File: config.mk
export PLATFORM = sky130hd
export DESIGN_NAME = hex_scan_controller
export DESIGN_NICKNAME = d
export VERILOG_FILES = /design/src/rtl/hex_pkg.sv /design/src/rtl/hexdecoder.sv /design/src/rtl/hex_scan_controller.sv
export SDC_FILE = /design/constraint.sdc
export NUM_CORES = 1
export LEC_CHECK = 0
export ABC_CLOCK_PERIOD_IN_PS = 7400
export BUFFER_PORTS_ARGS = -buffer_cell sky130_fd_sc_hd__buf_2
export CAP_MARGIN = 20
export CORE_AREA = 4 4 104 106
export DETAILED_ROUTE_END_ITERATION = 8
export DIE_AREA = 0 0 108 110
export PLACE_DENSITY_LB_ADDON = 0.12
export SLEW_MARGIN = 0
export SYNTH_ARGS = -nofsm -noshare
export SYNTH_HDL_FRONTEND = slang
export SYNTH_SLANG_ARGS = --single-unit
File: constraint.sdc
create_clock -name CLOCK_50 -period 7.4 [get_ports CLOCK_50]
set_clock_uncertainty 0.05 [all_clocks]
set_input_delay 0.37 -clock CLOCK_50 [delete_from_list [all_inputs] [get_ports CLOCK_50]]
set_output_delay 0.37 -clock CLOCK_50 [all_outputs]
set_load 0.01 [all_outputs]
File: src/rtl/hex_pkg.sv
// Shared types and constants for the time-multiplexed seven-segment display controller.
package hex_pkg;

  typedef enum logic [1:0] {
    CLEAR,
    WAIT,
    LOAD
  } scan_state_t;

  localparam logic [6:0] BLANK      = 7'h7F;
  localparam int         NUM_DIGITS = 6;

  typedef logic [2:0] digit_idx_t;

  localparam digit_idx_t LAST_DIGIT = digit_idx_t'(NUM_DIGITS - 1);

endpackage

File: src/rtl/hexdecoder.sv
// Combinational hex-to-seven-segment decoder, active-low, bit 0 = segment a.
module hexdecoder (
  input  logic [3:0] c,
  output logic [6:0] display,
  output logic       led
);

  always_comb begin
    display = 7'h7F;
    case (c)
      4'h0: display = 7'b1000000;
      4'h1: display = 7'b1111001;
      4'h2: display = 7'b0100100;
      4'h3: display = 7'b0110000;
      4'h4: display = 7'b0011001;
      4'h5: display = 7'b0010010;
      4'h6: display = 7'b0000010;
      4'h7: display = 7'b1111000;
      4'h8: display = 7'b0000000;
      4'h9: display = 7'b0010000;
      4'hA: display = 7'b0001000;
      4'hB: display = 7'b0000011;
      4'hC: display = 7'b1000110;
      4'hD: display = 7'b0100001;
      4'hE: display = 7'b0000110;
      4'hF: display = 7'b0001110;
      default: display = 7'h7F;
    endcase
  end

  // Lit for the letter digits A..F.
  assign led = (c > 4'd9);

endmodule

File: src/rtl/hex_scan_controller.sv
// Six-digit HEX display driver: a single shared decoder is time-multiplexed across
// the digit registers, refreshing one digit every TICK_DIV+1 cycles.
module hex_scan_controller
  import hex_pkg::*;
#(
  parameter int TICK_DIV = 50000
) (
  input  logic       CLOCK_50,
  input  logic       resetn,
  input  logic       clr,
  input  logic       wr_valid,
  input  logic [2:0] wr_digit,
  input  logic [3:0] wr_value,
  output logic       wr_ready,
  output logic [6:0] HEX0,
  output logic [6:0] HEX1,
  output logic [6:0] HEX2,
  output logic [6:0] HEX3,
  output logic [6:0] HEX4,
  output logic [6:0] HEX5,
  output logic       busy
);

  localparam int               CNT_W    = (TICK_DIV > 1) ? $clog2(TICK_DIV) : 1;
  localparam logic [CNT_W-1:0] CNT_LAST = CNT_W'(TICK_DIV - 1);

  scan_state_t            state, state_nxt;
  digit_idx_t             idx, idx_nxt;
  logic [CNT_W-1:0]       cnt, cnt_nxt;

  logic [3:0]             val [NUM_DIGITS];
  logic [NUM_DIGITS-1:0]  en;
  logic [6:0]             seg [NUM_DIGITS];

  logic [3:0]             dec_in;
  logic [6:0]             dec_seg;
  logic                   led_unused;
  logic                   wr_fire;

  assign wr_ready = (state != CLEAR) && !clr;
  assign busy     = (state == CLEAR);
  assign wr_fire  = wr_valid && wr_ready;
  assign dec_in   = val[idx];

  hexdecoder u_dec (
    .c       (dec_in),
    .display (dec_seg),
    .led     (led_unused)
  );

  always_ff @(posedge CLOCK_50) begin
    if (!resetn) begin
      state <= CLEAR;
      idx   <= '0;
      cnt   <= '0;
    end else begin
      state <= state_nxt;
      idx   <= idx_nxt;
      cnt   <= cnt_nxt;
    end
  end

  always_comb begin
    state_nxt = state;
    idx_nxt   = idx;
    cnt_nxt   = cnt;
    // clr is only honoured outside CLEAR so a running clear sequence is never restarted.
    if (clr && state != CLEAR) begin
      state_nxt = CLEAR;
      idx_nxt   = '0;
      cnt_nxt   = '0;
    end else begin
      case (state)
        CLEAR: begin
          if (idx == LAST_DIGIT) begin
            state_nxt = WAIT;
            idx_nxt   = '0;
            cnt_nxt   = '0;
          end else begin
            idx_nxt = idx + digit_idx_t'(1);
          end
        end
        WAIT: begin
          if (cnt == CNT_LAST) begin
            state_nxt = LOAD;
            cnt_nxt   = '0;
          end else begin
            cnt_nxt = cnt + CNT_W'(1);
          end
        end
        LOAD: begin
          state_nxt = WAIT;
          idx_nxt   = (idx == LAST_DIGIT) ? '0 : idx + digit_idx_t'(1);
        end
        default: begin
          state_nxt = CLEAR;
          idx_nxt   = '0;
          cnt_nxt   = '0;
        end
      endcase
    end
  end

  always_ff @(posedge CLOCK_50) begin
    if (!resetn) begin
      for (int i = 0; i < NUM_DIGITS; i++) begin
        val[i] <= '0;
        en[i]  <= 1'b0;
        seg[i] <= BLANK;
      end
    end else if (state == CLEAR) begin
      val[idx] <= '0;
      en[idx]  <= 1'b0;
      seg[idx] <= BLANK;
    end else begin
      // LOAD reads val before this edge, so a colliding write shows on the next visit.
      if (state == LOAD && !clr) begin
        seg[idx] <= en[idx] ? dec_seg : BLANK;
      end
      if (wr_fire && wr_digit < 3'(NUM_DIGITS)) begin
        val[wr_digit] <= wr_value;
        en[wr_digit]  <= 1'b1;
      end
    end
  end

  assign HEX0 = seg[0];
  assign HEX1 = seg[1];
  assign HEX2 = seg[2];
  assign HEX3 = seg[3];
  assign HEX4 = seg[4];
  assign HEX5 = seg[5];

endmodule

Word-level counts from Yosys, hierarchy flattened

Memory sizes are Yosys's and may differ from the RTL's. A register that Yosys moved wholly into a read port is not among the register bits.
Index checks and enable logic that the tools add are counted.
Widths: inputs -> output; s select.

Register bits: 27
Latch bits: 0
Bits in writable memories: 66
Memory bits (read-only): 112
Bits of input ports: 11
Output and inout bits: 44
Word-level logic and storage cells: 85
Memories kept: 3

Memories:

| name             | words | bits a word | rd ports | clocked after Yosys merged registers in | wr ports | RTL line                  | RTL |
|---|---|---|---|---|---|---|---|
| (name not given) | 16    | 7           | 1        | 0                                       | 0        | hexdecoder.sv:10          | `case (c)` |
| seg              | 6     | 7           | 6        | 0                                       | 6        | hex_scan_controller.sv:33 | `logic [6:0] seg [NUM_DIGITS];` |
| val              | 6     | 4           | 1        | 1                                       | 6        | hex_scan_controller.sv:31 | `logic [3:0] val [NUM_DIGITS];` |

$add $sub $neg: 2
Multipliers: 0
Div/mod/pow operators: 0
Order comparisons: 5
Eq/ne operators: 6
Shifts and indexed selects: 0
Muxes and demuxes: 41
Bitwise operators: 6
Reductions and logical operators: 18

Operators by type and width:

| cell                  | number |
|---|---|
| $pmux 16 s3           | 1 |
| $mux 16               | 2 |
| $mux 7                | 3 |
| $mux 1                | 18 |
| $mux 3                | 6 |
| $add 16x1->16 const B | 1 |
| $eq 16x16->1 const B  | 1 |
| $mux 6                | 2 |
| $lt 3x4->1 const B    | 2 |
| $mux 4                | 2 |
| $reduce_or 4->1       | 2 |
| $logic_and 1x1->1     | 7 |
| $reduce_or 7->1       | 1 |
| $and 6x6->6           | 1 |
| $demux 1 s3           | 2 |
| $ge 3x1->1 const B    | 2 |
| $not 6->6             | 1 |
| $or 6x6->6            | 1 |
| $pmux 2 s3            | 1 |
| $pmux 3 s2            | 1 |
| $mux 2                | 2 |
| $reduce_and 2->1      | 2 |
| $reduce_bool 2->1     | 2 |
| $reduce_or 2->1       | 2 |
| 12 further kinds      | 13 |

Depth between registers and ports, before layout

Depth in word-level cells: 10
Mapped depth: 9
Mapped depth without buffers: 8

Hierarchy

From an unflattened synthesis, not the netlist that was laid out.

Cell total of the unflattened synthesis: 433
Area, all modules: 4977.3 µm²

By module, submodules not included:

| module              | instances | cells an instance | area each (µm²) |
|---|---|---|---|
| hex_scan_controller | 1         | 400               | 4688.2 |
| hexdecoder          | 1         | 33                | 289.0 |

Least setup slack after synthesis

No wires, ideal clock.

Kind: register to register
From: register with a tool-made name
To: memory seg[0][6] (data pin)
Library setup time: 0.285 ns
Arrival: 2.417 ns
Required time: 7.065 ns
Path slack: 4.648 ns
Stages on the path, launching flop included: 9
Buffers on the path: 1
Cells stage by stage: dfxtp_1 > buf_6 > mux4_1 > mux2i_1 > inv_1 > ha_1 > mux2_4 > a221oi_4 > nand2_1

RTL lines:

| item      | RTL line |
|---|---|
| to (decl) | hex_scan_controller.sv:33 |

==> metrics.txt <==
worst-margin pin slew between 1 and 1.5 ns; Fin Setup TNS 0 ns; Yosys top cell by area edfxtp_1; GRT Util Overall around 17%; Area contributors post-synth edfxtp_1, dfxtp_1, nand2_1; initial antenna violation count 0; Hold Crit Class in -> reg; P_leak approximately 1.8 nW; critical path endpoint category flop; Yosys reg bits roughly 100; crit path cell chain mux4_1 > mux2i_1 > inv_1 > ha_1 > inv_1 > nor3_1 > a211oi_1 > o21ai_0; mapped cell area approximately 4800 um^2; Placer Congestion roughly 0.85; most frequent cell after synthesis edfxtp_1; Die Span X roughly 110 um; # setup viols final 0; RSZ-0062 raised after global routing false; vias in the first global route around 3100; Async S/R FF share, synth 0%; post-synthesis sequential area ratio approximately three fifths; DRT Pass-1 Iters 5; Port Buf Inserts 54; Fmax approximately 290 MHz; initial core utilization between 40 and 50%; share of cells above drive strength 1 19.5%; post-route ant nets 0; # Post-CTS Setup Buffers 0; # H-tree levels 3; WL/cell 16.1 um; final WL between 9000 and 10000 um; CP arrival around 3.5 ns; Final Cycle Share approximately 47%; critical path peak fanout 10; detailed-route DRC error count 0; prevailing post-synth register cell edfxtp_1; Tmin final 3.45 ns; floorplan row count 36; Die Ht between 100 and 150 um; DR iter-0 viols around 240; routed vias/inst about 5.5; Final Max Tran Viols 0; reg2reg setup slack about 4 ns; Num Clock Sinks around 100; syn_nets roughly 440; antenna diode count 0; via count 3382; CTS clk-pin slew, worst paths about 0.1 ns; Slowest cell on crit path dfxtp_1; TritonCTS Buffers 9; Mapped Avg Cell Area 11.5 um^2; Clock Tree Root clkbuf_8; Layout area overhead 11.6%; Final Hold Fails 0; post-cts resize count 0; CP bufs+invs 2; Ports 55; core box area slightly below 10000 um^2; filler cell count in the final layout 828; Die Footprint 11900 um^2; CP max stage delay approximately 0.65 ns; Skew-Pair Late Insertion Delay 0.36 ns; Max VDD drop a little over 0.00009 V; CTS tree built; Post-synth EDFFs between 70 and 80; grt ovf 0; Final Total Pwr around 1.1 mW; global-route wire length before repair between 15000 and 20000 um; cell count after synthesis roughly 420; PD cells ~210 nW/um^2; synth cell count leaders edfxtp_1, nand2_1, nor2_1; synth warn 0; # nets final about 500; status finished clean; largest net degree at the start of global routing 28; startpoint types flop; critical path data required time between 7 and 8 ns; crit-path leading delay family multiplexers; Synth cell types 60; area share of the largest cell type after synthesis between 40% and 50%; Crit path top cell by count inv_1; WS Path Type reg -> reg; fin util between 50% and 60%; Slew headroom roughly a quarter; Max Cap Viol 0; DP HPWL approximately 7000 um; CTS max path bufs 2; hold buffers post-CTS 0
power by group:
part	internal, mW	total (mW)	switching [mW]
Clock	0.131	0.335	0.204
Sequential	0.634	0.648	0.0136
Combinational	0.0490	0.138	0.0891
cell type report:
cell class | count | area [um^2] | area share (%)
sequential | 104 | 2820 | 52.3
multi-input combinational | 277 | 1850 | 34.2
timing repair buffer | 56 | 285 | 5.29
tap | 133 | 166 | 3.08
clock buffer | 10 | 128 | 2.37
inverter | 24 | 90.1 | 1.67
clock inverter | 6 | 57.6 | 1.07
logic make-up after synthesis:
family | Yosys count | share of synthesized area [%]
compound gates | 66 | 10.7
xor+xnor | 10 | 1.81
fa+ha+maj | 6 | 1.55
buf+inv | 41 | 3.44
flops | 104 | 58.4
mux | 20 | 6.63
simple gates | 175 | 17.5
registers in the layout, indices dropped and copies added (netlist names), named ones only:
signal	flops
cnt	16
en	6
idx	3
seg	42
state	2
val	32
per-layer routing:
metal,vias to the layer above,track usage (%),part of all wire (%)
met1,1600,26.2,48
met2,134,26.2,44
met5,-,0,0
li1,1637,-,-
met4,0,5.14,1.1
met3,11,2.56,6.7
tightest hold or removal path: stages:
cell and delay (ns):
buf_2 0.12, nor2_1 0.06, and3_1 0.14
placed cells by master, fill, tap and decap left out, types with 5 or more instances in the layout:
| cell type | netlist | final |
|---|---|---|
| nand2_1 | 51 | 51 |
| nand2b_1 | 7 | 7 |
| dfxtp_1 | 30 | 30 |
| clkbuf_8 | 0 | 9 |
| inv_1 | 24 | 24 |
| and3_1 | 5 | 5 |
| o21ai_0 | 19 | 19 |
| nor2_1 | 49 | 49 |
| a21oi_1 | 10 | 10 |
| nor3_1 | 13 | 13 |
| o21a_1 | 5 | 5 |
| xor2_1 | 6 | 6 |
| nand3_1 | 14 | 14 |
| buf_2 | 4 | 54 |
| edfxtp_1 | 74 | 74 |
| ha_1 | 6 | 6 |
| mux2i_1 | 8 | 8 |
per-stage QoR:
step           hold WS (ns)  std cells  cell area, um^2  setup slack (ns)
2_1_floorplan         0.393        422             4830              4.65
3_3_place_gp          0.407        593             5200              4.06
3_5_place_dp          0.423        593             5200              3.90
4_1_cts               0.316        609             5390              3.90
5_1_grt               0.326        610             5400              3.55
6_report              0.335        610             5400              3.95
final timing paths:
path / startpoint / end / cells past startpoint
max: flop / seg[1][3] / 8
min: clr / state[1] / 3
max reg2reg: flop / seg[1][3] / 8
min reg2reg: en[0] / en[0] / 2
(Power assumes the default switching activity.)
